==> config.mk <==
export PLATFORM = sky130hd
export DESIGN_NAME = prio_encoder_rr_flat
export DESIGN_NICKNAME = d
export VERILOG_FILES = /design/src/rtl/prio_encoder_rr_if.sv /design/src/rtl/prio_encoder_rr.sv /design/src/flat_wrapper.sv
export SDC_FILE = /design/constraint.sdc
export NUM_CORES = 1
export LEC_CHECK = 0
export ABC_AREA = 1
export BUFFER_PORTS_ARGS = -buffer_cell sky130_fd_sc_hd__buf_2
export CORE_AREA = 2 2 39 41
export DETAILED_ROUTE_END_ITERATION = 16
export DIE_AREA = 0 0 41 43
export GPL_TIMING_DRIVEN = 0
export SYNTH_ARGS = -nofsm -noshare
export SYNTH_HDL_FRONTEND = slang
export SYNTH_SLANG_ARGS = --single-unit
==> constraint.sdc <==
create_clock -name clk -period 1.1 [get_ports clk]
set_input_delay 0.055 -clock clk [delete_from_list [all_inputs] [get_ports clk]]
set_output_delay 0.055 -clock clk [all_outputs]
set_load 0.01 [all_outputs]
==> src/rtl/prio_encoder_rr_if.sv <==
`default_nettype none
// ============================================================================
// Module   : prio_encoder_rr_if
// Purpose  : Request / grant bundle between request sources, the priority
//            encoder and the consumer of the encoded index.
// Revision : 1.0  initial release
// ============================================================================
interface prio_encoder_rr_if #(
   parameter int N = 4
) ();
   localparam int W = (N > 1) ? $clog2(N) : 1;

   logic [N-1:0] req;
   logic         out_valid;
   logic         out_ready;
   logic [W-1:0] out_idx;
   logic [N-1:0] out_onehot;
   logic         any_req;

   modport master (
      input  req,
      input  out_ready,
      output out_valid,
      output out_idx,
      output out_onehot,
      output any_req
   );

   modport slave (
      output req,
      output out_ready,
      input  out_valid,
      input  out_idx,
      input  out_onehot,
      input  any_req
   );
endinterface
`default_nettype wire

==> src/rtl/prio_encoder_rr.sv <==
`default_nettype none
// ============================================================================
// Module   : prio_encoder_rr
// Purpose  : Registered N-input priority encoder, fixed or round-robin order,
//            with a valid/ready output that holds each grant until accepted.
// Revision : 1.0  initial release
// ============================================================================
module prio_encoder_rr #(
   parameter int N       = 4,
   parameter int RR_MODE = 0
) (
   input  logic               clk,
   input  logic               rst,
   prio_encoder_rr_if.master  bus
);
   localparam int W = (N > 1) ? $clog2(N) : 1;

   typedef enum logic [0:0] {
      S_IDLE = 1'b0,
      S_HOLD = 1'b1
   } state_t;

   state_t       r_state;
   state_t       w_state_nxt;
   logic [W-1:0] r_idx;
   logic [W-1:0] w_idx_nxt;
   logic [N-1:0] r_onehot;
   logic [N-1:0] w_onehot_nxt;
   logic [W-1:0] r_ptr;
   logic [W-1:0] w_ptr_nxt;
   logic         r_any;

   logic         w_any_now;
   logic         w_accept;
   logic [W-1:0] w_base;
   logic [W-1:0] w_win;
   logic [N-1:0] w_win_oh;

   assign w_any_now = |bus.req;
   assign w_accept  = (r_state == S_HOLD) && bus.out_ready;

   // At accept the search starts below the index being accepted, so the
   // re-arbitration in that cycle already sees the updated pointer.
   generate
      if (N == 1) begin : g_single
         assign w_base   = '0;
         assign w_win    = '0;
         assign w_win_oh = 1'b1;
      end else begin : g_multi
         assign w_base = (RR_MODE != 0) ? (w_accept ? r_idx : r_ptr) : '0;

         // Walk from the lowest priority to the highest so the last hit wins.
         always_comb begin
            int c;
            w_win = '0;
            for (int s = N; s >= 1; s--) begin
               c = (int'(w_base) + N - s) % N;
               if (bus.req[c[W-1:0]]) begin
                  w_win = c[W-1:0];
               end
            end
         end

         always_comb begin
            w_win_oh        = '0;
            w_win_oh[w_win] = 1'b1;
         end
      end
   endgenerate

   always_comb begin
      w_state_nxt  = r_state;
      w_idx_nxt    = r_idx;
      w_onehot_nxt = r_onehot;
      w_ptr_nxt    = r_ptr;
      case (r_state)
         S_IDLE: begin
            if (w_any_now) begin
               w_state_nxt  = S_HOLD;
               w_idx_nxt    = w_win;
               w_onehot_nxt = w_win_oh;
            end
         end
         S_HOLD: begin
            if (w_accept) begin
               if ((RR_MODE != 0) && (N > 1)) begin
                  w_ptr_nxt = r_idx;
               end
               if (w_any_now) begin
                  w_idx_nxt    = w_win;
                  w_onehot_nxt = w_win_oh;
               end else begin
                  w_state_nxt  = S_IDLE;
                  w_onehot_nxt = '0;
               end
            end
         end
         default: begin
            w_state_nxt  = S_IDLE;
            w_onehot_nxt = '0;
         end
      endcase
   end

   always_ff @(posedge clk or posedge rst) begin
      if (rst) begin
         r_state  <= S_IDLE;
         r_idx    <= '0;
         r_onehot <= '0;
         r_ptr    <= '0;
         r_any    <= 1'b0;
      end else begin
         r_state  <= w_state_nxt;
         r_idx    <= w_idx_nxt;
         r_onehot <= w_onehot_nxt;
         r_ptr    <= w_ptr_nxt;
         r_any    <= w_any_now;
      end
   end

   assign bus.out_valid  = (r_state == S_HOLD);
   assign bus.out_idx    = r_idx;
   assign bus.out_onehot = r_onehot;
   assign bus.any_req    = r_any;
endmodule
`default_nettype wire

==> src/flat_wrapper.sv <==
// flat-port wrapper written by rule: the top's interface ports become plain ports
module prio_encoder_rr_flat 
#(
   parameter int N       = 4,
   parameter int RR_MODE = 0
)
  (clk, rst, bus_req, bus_out_ready, bus_out_valid, bus_out_idx, bus_out_onehot, bus_any_req);
  prio_encoder_rr_if #(.N(N)) bus_i ();
  input  logic clk;
  input  logic rst;
  input wire logic [$bits(bus_i.req)-1:0] bus_req;
  input wire logic [$bits(bus_i.out_ready)-1:0] bus_out_ready;
  output wire logic [$bits(bus_i.out_valid)-1:0] bus_out_valid;
  output wire logic [$bits(bus_i.out_idx)-1:0] bus_out_idx;
  output wire logic [$bits(bus_i.out_onehot)-1:0] bus_out_onehot;
  output wire logic [$bits(bus_i.any_req)-1:0] bus_any_req;
  assign bus_i.req = bus_req;
  assign bus_i.out_ready = bus_out_ready;
  assign bus_out_valid = bus_i.out_valid;
  assign bus_out_idx = bus_i.out_idx;
  assign bus_out_onehot = bus_i.out_onehot;
  assign bus_any_req = bus_i.any_req;
  prio_encoder_rr #(.N(N), .RR_MODE(RR_MODE)) u_core (.clk(clk), .rst(rst), .bus(bus_i));
endmodule
### After elaboration in Yosys (flattened, before gate mapping)

Index checks and enable logic that the tools add are counted.

* register bits after elaboration: 8
* bits of input ports: 7
* output and inout bits: 8
* word-level logic and storage cells: 28

* order comparisons: 2
* equality and inequality tests: 2
* muxes and demuxes: 15
* bitwise operators: 1
* reduce and logical (&&, ||, !) cells: 4

Operators with widths (count)
* 4-bit two-way mux: 3
* 2-bit two-way mux: 4
* 4-bit case mux with 2 select lines: 1
* 1-bit two-way mux: 4
* 2-bit case mux with 2 select lines: 1
* 4-bit OR reduction: 1
* 2-bit by 3-bit less-than comparator with 1-bit output, second input constant: 1
* 1-bit demux with 2-bit select: 1
* 2-bit by 1-bit greater-or-equal comparator with 1-bit output, second input constant: 1
* 1-bit logical AND: 2
* 2-bit by 1-bit != test with 1-bit output, second input constant: 1
* 2-bit != test, second input constant: 1
* 1-bit case mux with 2 select lines: 1
* 2-bit AND reduction: 1
* 1-bit inverter: 1

### Depth between registers and ports, before layout

* depth in word-level cells: 10
* depth in mapped cells: 6
* depth with buffers taken out: 6

### Worst setup path before layout

Ideal clock, no wire load.

* path type: reg-to-reg
* from: register u_core.r_state (netlist: u_core.bus.out_valid)
* to: register u_core.r_onehot[1] (netlist: u_core.bus.out_onehot[1])
* data arrival time: 787 ps
* data required time: 983 ps
* path slack: 196 ps
* stages on the path, launching flop included: 6
* buffers on the path: 0
* cell sequence: dfrtp_1 nand2_1 nand2_4 nand2_2 nand2_1 nand2_1

* longest elaborated chain between the ends: 3
* elaborated cells on any way between the ends: 6
* classes of those cells: 2 x eq/ne; 1 x mux; 1 x bitwise; 2 x reduce/logical

RTL lines
* start, declared: line prio_encoder_rr.sv:23 `state_t r_state;`
* start signal, assigned: line prio_encoder_rr.sv:113 `r_state <= w_state_nxt;`
* 1-bit logical AND or 1-bit inverter (tied branches)
* 2-bit != test (no line) or 2-bit by 1-bit != test with 1-bit output (tied branches)
* 2-bit AND reduction (no line)
* end signal, assigned: line prio_encoder_rr.sv:115 `r_onehot <= w_onehot_nxt;`
* end, declared: line prio_encoder_rr.sv:27 `logic [N-1:0] r_onehot;`

Parallel ways exist; a longest one is shown, timed or not.
A chain may end at the register's enable or synchronous reset.

### Worst setup path in the final report

* from: register u_core.r_state (netlist: u_core.bus.out_valid)
* to: register u_core.r_idx[1] (netlist: u_core.bus.out_idx[1])

* longest elaborated chain between the ends: 2
* elaborated cells on any way between the ends: 4
* classes of those cells: 1 x eq/ne; 1 x mux; 1 x bitwise; 1 x reduce/logical

RTL lines
* 1-bit inverter or 1-bit logical AND (tied branches)
* 2-bit case mux with 2 select lines or 2-bit != test (tied branches)
* end signal, assigned: line prio_encoder_rr.sv:114 `r_idx <= w_idx_nxt;`
* end, declared: line prio_encoder_rr.sv:25 `logic [W-1:0] r_idx;`

Parallel ways exist; a longest one is shown, timed or not.

==> results.toml <==
[setup_path]
reg2regPathDepth = 4
cp_data_required_time_ns = 1.23
cp-end-kind = "flop"
critPathSlowestCell = "dfrtp_1"
timing.rr.start = "u_core.bus.out_valid"
cp-start-kind = "flop"
r2r_slack_ns = 0.19
slowest_delay_ns = 0.40
worstReg2RegEnd = "u_core.bus.out_idx[1]"
critPathMaxFanout = 9
crit_family = "flip-flops"
critical_path.most_common_cell = "nand2_1"
path_cells = "nand2_1 > nand2_4 > nand2_1 > o21ai_0"
cp_num_buf_inv = 0
arrival_ns = 1.04
crit_cells = 4
crit_type = "reg -> reg"

[logic_synthesis]
seq_area_frac_synth_pct = 56.9
ys_ff_latch = 8
syn_nets = 47
synth_edf_count = 0
synthArstFlopShare_pct = 100
synth_top_cell_by_area = "dfrtp_1"
synthDistinctLibCells = 12
syn_inst = 40
yosysTopAreaCellShare_pct = 56.9
syn_area_per_cell_um2 = 8.79
syn_area_um2 = 352
synth.most_common_cell = "nand2_1"
ys_warn_count = 0
synth_commonest_cells = "nand2_1 (11), dfrtp_1 (8), inv_1 (5), nand3_1 (5)"
synthFlopType = "dfrtp_1"
synth_area_leaders = "dfrtp_1 (57%), nand2_1 (12%), nand3_1 (7.1%)"

[detailed_routing]
ant_nets = 0
num_vias = 325
drt_wl_total_um = 692
post-route-drc-count = 0
wl_per_cell_um = 9.35
first_iter_violations = 6
drt_first_pass_iters = 4
viasPerCell = 4.39

[global_route]
overflow = 0
grt_pass1_wl_um = 1100
grt_start_max_net_pins = 10
grt_usage_pct = 10.0
antenna_found_initial = 0
grt_pass1_vias = 282

[sta]
max_clock_freq_ghz = 1.10
finalCriticalPeriod_ns = 0.910
drv_slew = 0
hold_slack_ns = 0.0584
fin_crit_sh_pct = 82.7
setup_tns_ns = 0
skew_ns = 0.00138
grt_setup_unrepaired = "false"
hold_violations = 0
setup_viol = 0
slew_headroom_pct = 80.0
tightest_slew_ns = 0.299

[clocking]
root_buffer = "clkbuf_4"
clkLatencyLatePin_ns = 0.25
clk_pin_slew_worst_paths_ns = 0.05
cts_resized = 0
cts_tree = "done"
cts_htree_levels = 1
cts.sinks = 8
cts_max_path_buffers = 2
numCtsBuffers = 3

[power]
pwr-share-comb_pct = 15.4
swShare_pct = 25.8
p_sw_mw = 0.166
power_density_mw_per_mm2 = 1360
seq_power_share_pct = 50.1
power_leakage_nw = 0.265
vdd_ir_drop_max_v = 0.000469
p_clk_share_pct = 34.5
p_int_mw = 0.479
power_mw = 0.646

[final_layout]
diodes = 0
layoutNonFillerInstCount = 74
nets = 67
final_layout_size_suffix_gt1_share_pct = 36.2
area_growth_pct = 34.9
utilization_pct = 34.3

[worst_hold_path]
hold_class = "in -> reg"
hold_depth = 3
hold_end = "u_core.bus.out_valid"
min_from = "bus_req[0]"

[die]
num_io_pins = 15
die_w_um = 41
die_y_um = 43
start_util_pct = 25.4
rows = 14
dieArea_mm2 = 0.00176
core-area_mm2 = 0.00138

[job]
max_cap_viol_count = 0

[placement]
hpwl_um = 545
gp_congestion = 0.742
placed_cells = 70
portBuffers = 14

[run_status]
status = "complete, no violations"
-- placed cells by master, fill, tap and decap left out --
cell and n:
dlygate4sd3_1 1, nand4_1 1, inv_1 5, o21ai_0 2
nand2_1 11, o211ai_1 1, clkbuf_4 3, nor2_2 1
a21oi_1 1, nand2_2 2, nand3_1 5, buf_2 14
nor2_1 2, nand2_4 1, dfrtp_1 8
-- routing by layer --
layer  share of wire, %  up-vias  track usage (%)
li1                   -      164                -
met1                 47      143             13.2
met2                 43       14             11.9
met3                8.2        4             3.14
met4                1.7        0             10.0
met5                  0        -                0
-- worst max path at each step --
stage          slack (ns)                        to            startpoint
2_1_floorplan        0.20  u_core.bus.out_onehot[1]  u_core.bus.out_valid
3_3_place_gp         0.19  u_core.bus.out_onehot[1]  u_core.bus.out_valid
3_5_place_dp         0.19  u_core.bus.out_onehot[1]  u_core.bus.out_valid
4_1_cts              0.18  u_core.bus.out_onehot[3]  u_core.bus.out_valid
5_1_grt              0.09  u_core.bus.out_onehot[3]  u_core.bus.out_valid
6_report             0.19     u_core.bus.out_idx[1]  u_core.bus.out_valid
-- registers in the layout, indices dropped and copies added, names as in the netlist --
signal                 cells
u_core.bus.any_req         1
u_core.bus.out_idx         2
u_core.bus.out_onehot      4
u_core.bus.out_valid       1
-- power by group through the flow --
stage | Combinational (mW) | Sequential [mW] | Clock, mW
final | 0.0995 | 0.324 | 0.223
after CTS | 0.102 | 0.324 | 0.237
after global routing | 0.113 | 0.326 | 0.257
after floorplan | 0.0441 | 0.340 | 0
after global placement | 0.0981 | 0.329 | 0
after detailed placement | 0.0993 | 0.329 | 0
-- metrics by stage --
step | setup WS [ns] | cell area, µm²
floorplan | 0.196 | 352
global route | 0.0853 | 474
CTS | 0.178 | 474
global placement | 0.190 | 442
finish | 0.190 | 474
detailed placement | 0.185 | 442
-- timing repair --
item	4_1_cts	5_1_grt
hold endpoints to repair	8	0
hold buffers	1	0
setup buffers	0	0
-- area by class of cell --
cell class / instances / area [µm²]
well taps: 16 / 20.0
fillers: 163 / 910
repair buffers: 15 / 80.1
multi-input cells: 27 / 133
clock buffers: 3 / 22.5
inverters: 5 / 18.8
flip-flops and latches: 8 / 200
-- kinds of logic (layout without fill, tap and decap cells) --
family	count (synthesis)	in the layout	share of synthesized area [%]
simple gates	23	23	31.3
flops	8	8	56.9
buf+inv	5	23	5.34
compound gates	4	4	6.41
-- worst min-delay path: cells and delay by family --
| kind | cells | cell delay, ns |
|---|---|---|
| AND/OR/NAND/NOR | 2 | 0.13 |
| buffers and inverters | 1 | 0.08 |
Power figures use the tool's default switching activity.
